`src/rtl/softmax_pkg.sv`:
```
// Purpose : shared types, defaults and fp16 helpers for the softmax result streamer.
// Latency : n/a (declarations only).
// Backpressure: n/a.
package softmax_pkg;

    localparam int N_ELEM_DEF = 10;
    localparam int DATA_W_DEF = 16;
    localparam int IDX_W_DEF  = 4;
    // Latency counter width; covers PIPE_LAT up to 255.
    localparam int LAT_W      = 8;

    localparam logic [4:0] FP16_EXP_ALL1 = 5'h1F;

    typedef enum logic [1:0] {
        IDLE,
        WAIT,
        STREAM
    } state_e;

    // Quiet or signalling NaN: all-ones exponent with non-zero mantissa.
    function automatic logic fp16_is_nan(input logic [15:0] x);
        return (x[14:10] == FP16_EXP_ALL1) && (x[9:0] != 10'd0);
    endfunction

endpackage

```
`src/rtl/softmax_fp16_max_cmp.sv`:
```
// Purpose : decides whether an fp16 candidate replaces the current argmax best.
// Latency : combinational.
// Backpressure: none.
// Ports: cand - candidate element; best - current best value (always a
//        qualifying value or zero); take - candidate strictly beats best.
module softmax_fp16_max_cmp
    import softmax_pkg::*;
(
    input  logic [15:0] cand,
    input  logic [15:0] best,
    output logic        take
);

    // Only non-negative, non-NaN values compete. For those, the magnitude
    // bits order exactly like the fp16 values, so an unsigned compare works.
    // Strict '>' keeps the lower index on ties.
    assign take = !cand[15] && !fp16_is_nan(cand) && (cand[14:0] > best[14:0]);

endmodule

```
`src/rtl/softmax_result_streamer.sv`:
```
// Purpose : waits PIPE_LAT cycles after start, captures N_ELEM fp16 results, streams them on AXI4-Stream, reports argmax.
// Latency : capture at edge PIPE_LAT after start; first beat valid after that edge; PIPE_LAT+N_ELEM cycles to last beat at tready=1.
// Backpressure: tdata/tuser/tlast hold while tvalid && !tready; a start while busy is dropped and sets sticky overrun.
//
// Ports: aclk/aresetn clock and async active-low reset; start strobe; res_in packed
//        results (element i at [i*DATA_W +: DATA_W]); m_axis_* stream master;
//        busy (WAIT or STREAM); overrun (sticky dropped start); argmax_idx/argmax_valid.
// Build option: define SOFTMAX_ARGMAX_EN to build the argmax tracker; otherwise
//        argmax_idx and argmax_valid are tied low.
module softmax_result_streamer
    import softmax_pkg::*;
#(
    parameter int N_ELEM   = N_ELEM_DEF,
    parameter int DATA_W   = DATA_W_DEF,
    parameter int IDX_W    = IDX_W_DEF,
    parameter int PIPE_LAT = 40
)
(
    input  logic                     aclk,
    input  logic                     aresetn,
    input  logic                     start,
    input  logic [N_ELEM*DATA_W-1:0] res_in,
    output logic                     m_axis_tvalid,
    input  logic                     m_axis_tready,
    output logic [DATA_W-1:0]        m_axis_tdata,
    output logic [IDX_W-1:0]         m_axis_tuser,
    output logic                     m_axis_tlast,
    output logic                     busy,
    output logic                     overrun,
    output logic [IDX_W-1:0]         argmax_idx,
    output logic                     argmax_valid
);

    state_e             state_q, state_d;
    logic [LAT_W-1:0]   lat_cnt_q;
    logic [IDX_W-1:0]   elem_cnt_q;
    logic [DATA_W-1:0]  buf_q [N_ELEM];
    logic               overrun_q;
    logic               load, capture, beat, last_beat;

    assign m_axis_tvalid = (state_q == STREAM);
    assign m_axis_tlast  = m_axis_tvalid && (elem_cnt_q == IDX_W'(N_ELEM - 1));
    assign m_axis_tdata  = m_axis_tvalid ? buf_q[elem_cnt_q] : '0;
    assign m_axis_tuser  = m_axis_tvalid ? elem_cnt_q : '0;
    assign beat          = m_axis_tvalid && m_axis_tready;
    assign last_beat     = beat && m_axis_tlast;
    assign busy          = (state_q != IDLE);
    assign overrun       = overrun_q;

    always_comb begin
        state_d = state_q;
        load    = 1'b0;
        capture = 1'b0;
        case (state_q)
            IDLE: begin
                if (start) begin
                    load    = 1'b1;
                    state_d = WAIT;
                end
            end
            WAIT: begin
                if (lat_cnt_q == '0) begin
                    capture = 1'b1;
                    state_d = STREAM;
                end
            end
            STREAM: begin
                // A start coinciding with the final handshake chains straight
                // into the next vector without an idle cycle.
                if (last_beat) begin
                    if (start) begin
                        load    = 1'b1;
                        state_d = WAIT;
                    end else begin
                        state_d = IDLE;
                    end
                end
            end
            default: state_d = IDLE;
        endcase
    end

    always_ff @(posedge aclk or negedge aresetn) begin
        if (!aresetn) begin
            state_q    <= IDLE;
            lat_cnt_q  <= '0;
            elem_cnt_q <= '0;
            overrun_q  <= 1'b0;
            for (int i = 0; i < N_ELEM; i++) buf_q[i] <= '0;
        end else begin
            state_q <= state_d;
            if (load) begin
                lat_cnt_q <= LAT_W'(PIPE_LAT - 1);
            end else if (state_q == WAIT && lat_cnt_q != '0) begin
                lat_cnt_q <= lat_cnt_q - 1'b1;
            end
            if (capture) begin
                for (int i = 0; i < N_ELEM; i++) buf_q[i] <= res_in[i*DATA_W +: DATA_W];
                elem_cnt_q <= '0;
            end else if (beat && !last_beat) begin
                elem_cnt_q <= elem_cnt_q + 1'b1;
            end
            if (start && busy && !last_beat) overrun_q <= 1'b1;
        end
    end

`ifdef SOFTMAX_ARGMAX_EN
    // Running maximum, evaluated on each element as it transfers; the final
    // element's verdict is folded in directly when publishing the result.
    logic [DATA_W-1:0] best_val_q;
    logic [IDX_W-1:0]  best_idx_q;
    logic [IDX_W-1:0]  argmax_idx_q;
    logic              argmax_valid_q;
    logic              take;

    softmax_fp16_max_cmp u_cmp (
        .cand (m_axis_tdata),
        .best (best_val_q),
        .take (take)
    );

    always_ff @(posedge aclk or negedge aresetn) begin
        if (!aresetn) begin
            best_val_q     <= '0;
            best_idx_q     <= '0;
            argmax_idx_q   <= '0;
            argmax_valid_q <= 1'b0;
        end else begin
            argmax_valid_q <= 1'b0;
            if (capture) begin
                // Zero baseline: no qualifying element leaves index 0.
                best_val_q <= '0;
                best_idx_q <= '0;
            end else if (beat) begin
                if (take) begin
                    best_val_q <= m_axis_tdata;
                    best_idx_q <= elem_cnt_q;
                end
                if (last_beat) begin
                    argmax_idx_q   <= take ? elem_cnt_q : best_idx_q;
                    argmax_valid_q <= 1'b1;
                end
            end
        end
    end

    assign argmax_idx   = argmax_idx_q;
    assign argmax_valid = argmax_valid_q;
`else
    assign argmax_idx   = '0;
    assign argmax_valid = 1'b0;
`endif

endmodule

```
`config.mk`:
```
export PLATFORM = sky130hd
export DESIGN_NAME = softmax_result_streamer
export DESIGN_NICKNAME = d
export VERILOG_FILES = /design/src/rtl/softmax_pkg.sv /design/src/rtl/softmax_fp16_max_cmp.sv /design/src/rtl/softmax_result_streamer.sv
export SDC_FILE = /design/constraint.sdc
export NUM_CORES = 1
export LEC_CHECK = 0
export BUFFER_PORTS_ARGS = -buffer_cell sky130_fd_sc_hd__buf_2
export CAP_MARGIN = 10
export CORE_MARGIN = 1
export CORE_UTILIZATION = 58
export CTS_CLUSTER_DIAMETER = 40
export DETAILED_ROUTE_END_ITERATION = 10
export PLACE_DENSITY = 0.95
export SYNTH_ARGS = -nofsm -noshare
export SYNTH_HDL_FRONTEND = slang
export SYNTH_SLANG_ARGS = --single-unit
```
`constraint.sdc`:
```
create_clock -name aclk -period 3.3 [get_ports aclk]
set_input_delay 0.33 -clock aclk [delete_from_list [all_inputs] [get_ports aclk]]
set_output_delay 0.33 -clock aclk [all_outputs]
set_load 0.01 [all_outputs]
```
---- After elaboration in Yosys (flattened, before gate mapping) ----
Index checks and enable logic that the tools add are counted.
word-level totals
  output and inout port bits .............. 29
  register bits after elaboration ......... 175
  logic and storage cells ................. 58
cells by class
  bitwise operators ....................... 1
  mux-type cells .......................... 19
  reductions and logical operators ........ 15
  add/sub/neg operators ................... 2
  order comparisons ....................... 1
  equal/unequal tests ..................... 6
operators with widths
  operator                                                  count
  binary-select mux 16 bit (select 4 bit)                   1
  two-way mux 16 bit                                        3
  two-way mux 8 bit                                         2
  two-way mux 4 bit                                         3
  logical NOT 8 bit                                         1
  nonzero test 8 bit                                        1
  subtractor 8 x 1 -> 8 bit, second input constant          1
  logical AND 1 bit                                         7
  two-way mux 2 bit                                         3
  case mux 2 bit (3 select lines)                           1
  nonzero test 2 bit                                        3
  greater-or-equal comparator 5 bit, second input constant  1
  two-way mux 1 bit                                         5
  NOT 4 -> 5 bit                                            1
  adder 4 x 1 -> 4 bit, second input constant               1
  equality test 4 bit, second input constant                1
  inequality test 2 bit, second input constant              2
  AND reduction 3 bit                                       1
  equality test 2 x 1 -> 1 bit, second input constant       1
  equality test 2 bit, second input constant                1
  logical NOT 2 bit                                         1
  inequality test 2 x 1 -> 1 bit, second input constant     1
  case mux 1 bit (2 select lines)                           1
  logical NOT 1 bit                                         1

---- Depth between registers and ports, before layout ----
  word-level depth ........................ 7
  gate-level depth with buffers ........... 10

---- Worst setup path before layout ----
OpenSTA, ideal clock, no wires.
  path kind ............................... register to output
  from .................................... register elem_cnt_q[1]
  to ...................................... output m_axis_tdata[10]
  data arrival time ....................... 1.725 ns
  path slack .............................. 1.245 ns
  stages on the path, launching flop included .. 6
  cells stage by stage .................... dfrtp_1 > clkbuf_1 > nor3b_1 > clkbuf_1 > nand2_1 > a21oi_1
on the way
  cells in the longest elaborated chain, start to end .. 5
ends and longest elaborated chain
  what                                                   RTL line                        RTL
  start, declared                                        softmax_result_streamer.sv:36   logic [IDX_W-1:0] elem_cnt_q;
  start signal, assigned                                 softmax_result_streamer.sv:101  elem_cnt_q <= elem_cnt_q + 1'b1;
  NOT 4 -> 5 bit (implied by the code)                   softmax_result_streamer.sv:43   assign m_axis_tdata = m_axis_tvalid ? buf_q[elem_cnt_q] : '0;
  binary-select mux 16 bit (select 4 bit)                softmax_result_streamer.sv:43
  two-way mux 16 bit (implied by the code) (2 in a row)  softmax_result_streamer.sv:43
  two-way mux 16 bit                                     softmax_result_streamer.sv:43
  end, declared                                          softmax_result_streamer.sv:25   output logic [DATA_W-1:0] m_axis_tdata,
Every way passes these cells. The select of a mux whose other input is x is not followed.

---- Final worst setup path ----
  from .................................... register elem_cnt_q[0]
  to ...................................... output m_axis_tdata[11]
The elaborated chain is that of the path after synthesis.

==> results_dict.tcl <==
set metrics [dict create \
    relSlewSlack 0.303 \
    tritoncts "done" \
    yosysUniqueCellTypes 44 \
    powerDensity_nw_per_um2 837 \
    nets 1243 \
    endpoint_kind "output port" \
    ctsHoldBuffers 1 \
    post-route-period-util 0.940 \
    setup_slack_ns 0.198 \
    holdCritPathClass "primary input to flip-flop" \
    place_hpwl_mm 15.3 \
    avgSynthCellArea_um2 8.96 \
    fillers 1009 \
    final_cell_area_um2 9800 \
    placed_area_um2 9220 \
    synth_ff_type "dfrtp_1" \
    grt_max_degree 96 \
    grt_first_pass_wirelength_mm 33.9 \
    holdWs_ns 0.0751 \
    path_clk_slew_ns 0.06 \
    layout_common_cells "nand2_1, buf_2, dfrtp_1, mux2i_1" \
    dieArea_um2 14700 \
    synth_compound_area_frac 0.0474 \
    synth.mux.area_fraction 0.108 \
    cts_htree_levels 4 \
    tns_ns 0 \
    async_reset_ff_frac 1.00 \
    worst_slew_pin_slew_ns 1.04 \
    initial_core_util 0.593 \
    wl_mm 21.5 \
    root_buffer "clkbuf_16" \
    pre_cts_ws_ns 0.794 \
    clk_path_buf_depth 2 \
    clock.fmax_ghz 0.322 \
    path_max_fanout 35 \
    status "complete, no violations" \
    fp.dieH_um 121 \
    area_delta_synth_final_pct 19.1 \
    cp.required_ns 2.97 \
    yosysWarnings 0 \
    grt.total_usage 0.314 \
    antenna_found_initial 0 \
    fin_crit_ns 3.10 \
    route.vias.total 6980 \
    drcViolationCount 0 \
    wl_per_cell_um 17.0 \
    fp.dieW_um 121 \
    yosys.area_share.simple 0.256 \
    rows 43 \
    drive_gt1_frac 0.242 \
    synthXorXnorAreaFrac 0.00532 \
    ios 193 \
    crit_arrival_ns 2.77 \
    ys_seq_area_frac 0.532 \
    synthCells 919 \
    vdd_ir_drop_max_v 0.000502 \
    layout_commonest_cell "nand2_1" \
    cts_resized 0 \
    portBuffers 187 \
    synthAdderAreaFrac 0.00456 \
    drv_slew 0 \
    skew_ns 0.00661 \
    rsz0062_at_grt "no" \
    ant_nets 0 \
    timing.max_cap.violations 0 \
    cts_made_buffers 17 \
    hold_viol 0 \
    grt_pass1_vias 6742 \
    synth_top_family_by_area "simple AND/OR/NAND/NOR gates" \
    path_class "flip-flop to output port" \
    p_leak_nw 4.77 \
    detail_route.vias_per_cell 5.50 \
    worstSetupStartpointType "flip-flop" \
    synth-seq-cells 175 \
    globalRouteOverflowTotal 0 \
    insertion_delay_ns 0.44 \
    synth.cell_area_um2 8240 \
    place_congestion 0.939 \
    drtIter0Drc 711 \
    num_antenna_cells 0 \
    setup_viol 0 \
    core_area_um2 13900 \
    cts_sinks 175 \
    drtPass1Iterations 5 \
    post_cts_buffers 0 \
    r2r_slack_ns 0.79 \
    synth-edff-count 0 \
]
-- layer usage --
layer	part of all wire	track usage	wire, um	vias up
met2	0.49	0.513	10600	357
li1	-	-	-	3253
met3	0.074	0.0700	1600	79
met1	0.39	0.388	8340	3291
met5	0	0	0	-
met4	0.048	0.171	1040	0
-- sequential cells by signal (all words and copies together) (netlist names) --
register    count
overrun         1
buf_q         160
elem_cnt_q      4
state_q         2
lat_cnt_q       8
-- critical path: stages, from the launching register on --
cell and delay (ns):
dfrtp_4 0.83, buf_12 0.33, mux2i_1 0.21, a221oi_1 0.39, o21ai_1 0.16, a21oi_1 0.22, buf_2 0.18
-- metrics by stage --
| step | std cells | power, mW | utilization |
|---|---|---|---|
| after floorplan | 923 | 5.28 | - |
| after global placement | 1236 | 6.03 | 0.664 |
| after detailed placement | 1236 | 6.19 | 0.664 |
| after CTS | 1269 | 8.20 | 0.706 |
| after global routing | 1269 | 8.68 | 0.706 |
| final | 1269 | 8.21 | 0.706 |
-- cells in the mapped netlist, types with 5 or more instances --
library cell,count,area (um^2)
nand2_1,501,1880
dfrtp_1,175,4380
mux2i_1,35,350
buf_2,25,125
clkbuf_1,20,75.1
a21oi_1,17,85.1
a221oi_1,16,140
mux2_2,16,180
mux4_2,16,360
o21ai_1,11,55.1
buf_6,10,113
nor2_1,9,33.8
o21ai_0,8,40.0
inv_1,6,22.5
buf_4,5,37.5
-- cell families after synthesis --
family	count (synthesis)
AOI/OAI and AO/OA	61
muxes	67
other	1
adders and majority gates	3
DFF	175
buffers and inverters	69
xor gates and xnor gates	5
and+or+nand+nor	538
-- area by class of cell --
cell class / instances / area (um^2) / share of cell area
tap: 180 / 225 / 0.0230
sequential: 175 / 4380 / 0.447
clock buffer: 22 / 464 / 0.0473
clock inverter: 10 / 113 / 0.0115
inverter: 6 / 22.5 / 0.00230
timing repair buffer: 197 / 1090 / 0.112
multi-input combinational: 679 / 3500 / 0.357
-- power breakdown --
group          internal, mW  total (mW)  switching, mW
Clock                  1.15        1.98          0.827
Sequential             3.15        3.83          0.681
Combinational          1.07        2.40           1.34
Total                  5.36        8.21           2.84
-- worst paths after layout --
kind | cells after the start | from | endpoint
max in group asynchronous | 3 | aresetn | buf_q[153]
worst min register to register | 1 | overrun | overrun
worst max register to register | 7 | lat_cnt_q[0] | buf_q[11]
min in group asynchronous | 2 | aresetn | lat_cnt_q[5]
worst max-delay path | 6 | elem_cnt_q[0] | m_axis_tdata[11]
worst min-delay path | 3 | res_in[92] | buf_q[76]
No activity file was read; power rests on OpenSTA's default activity.
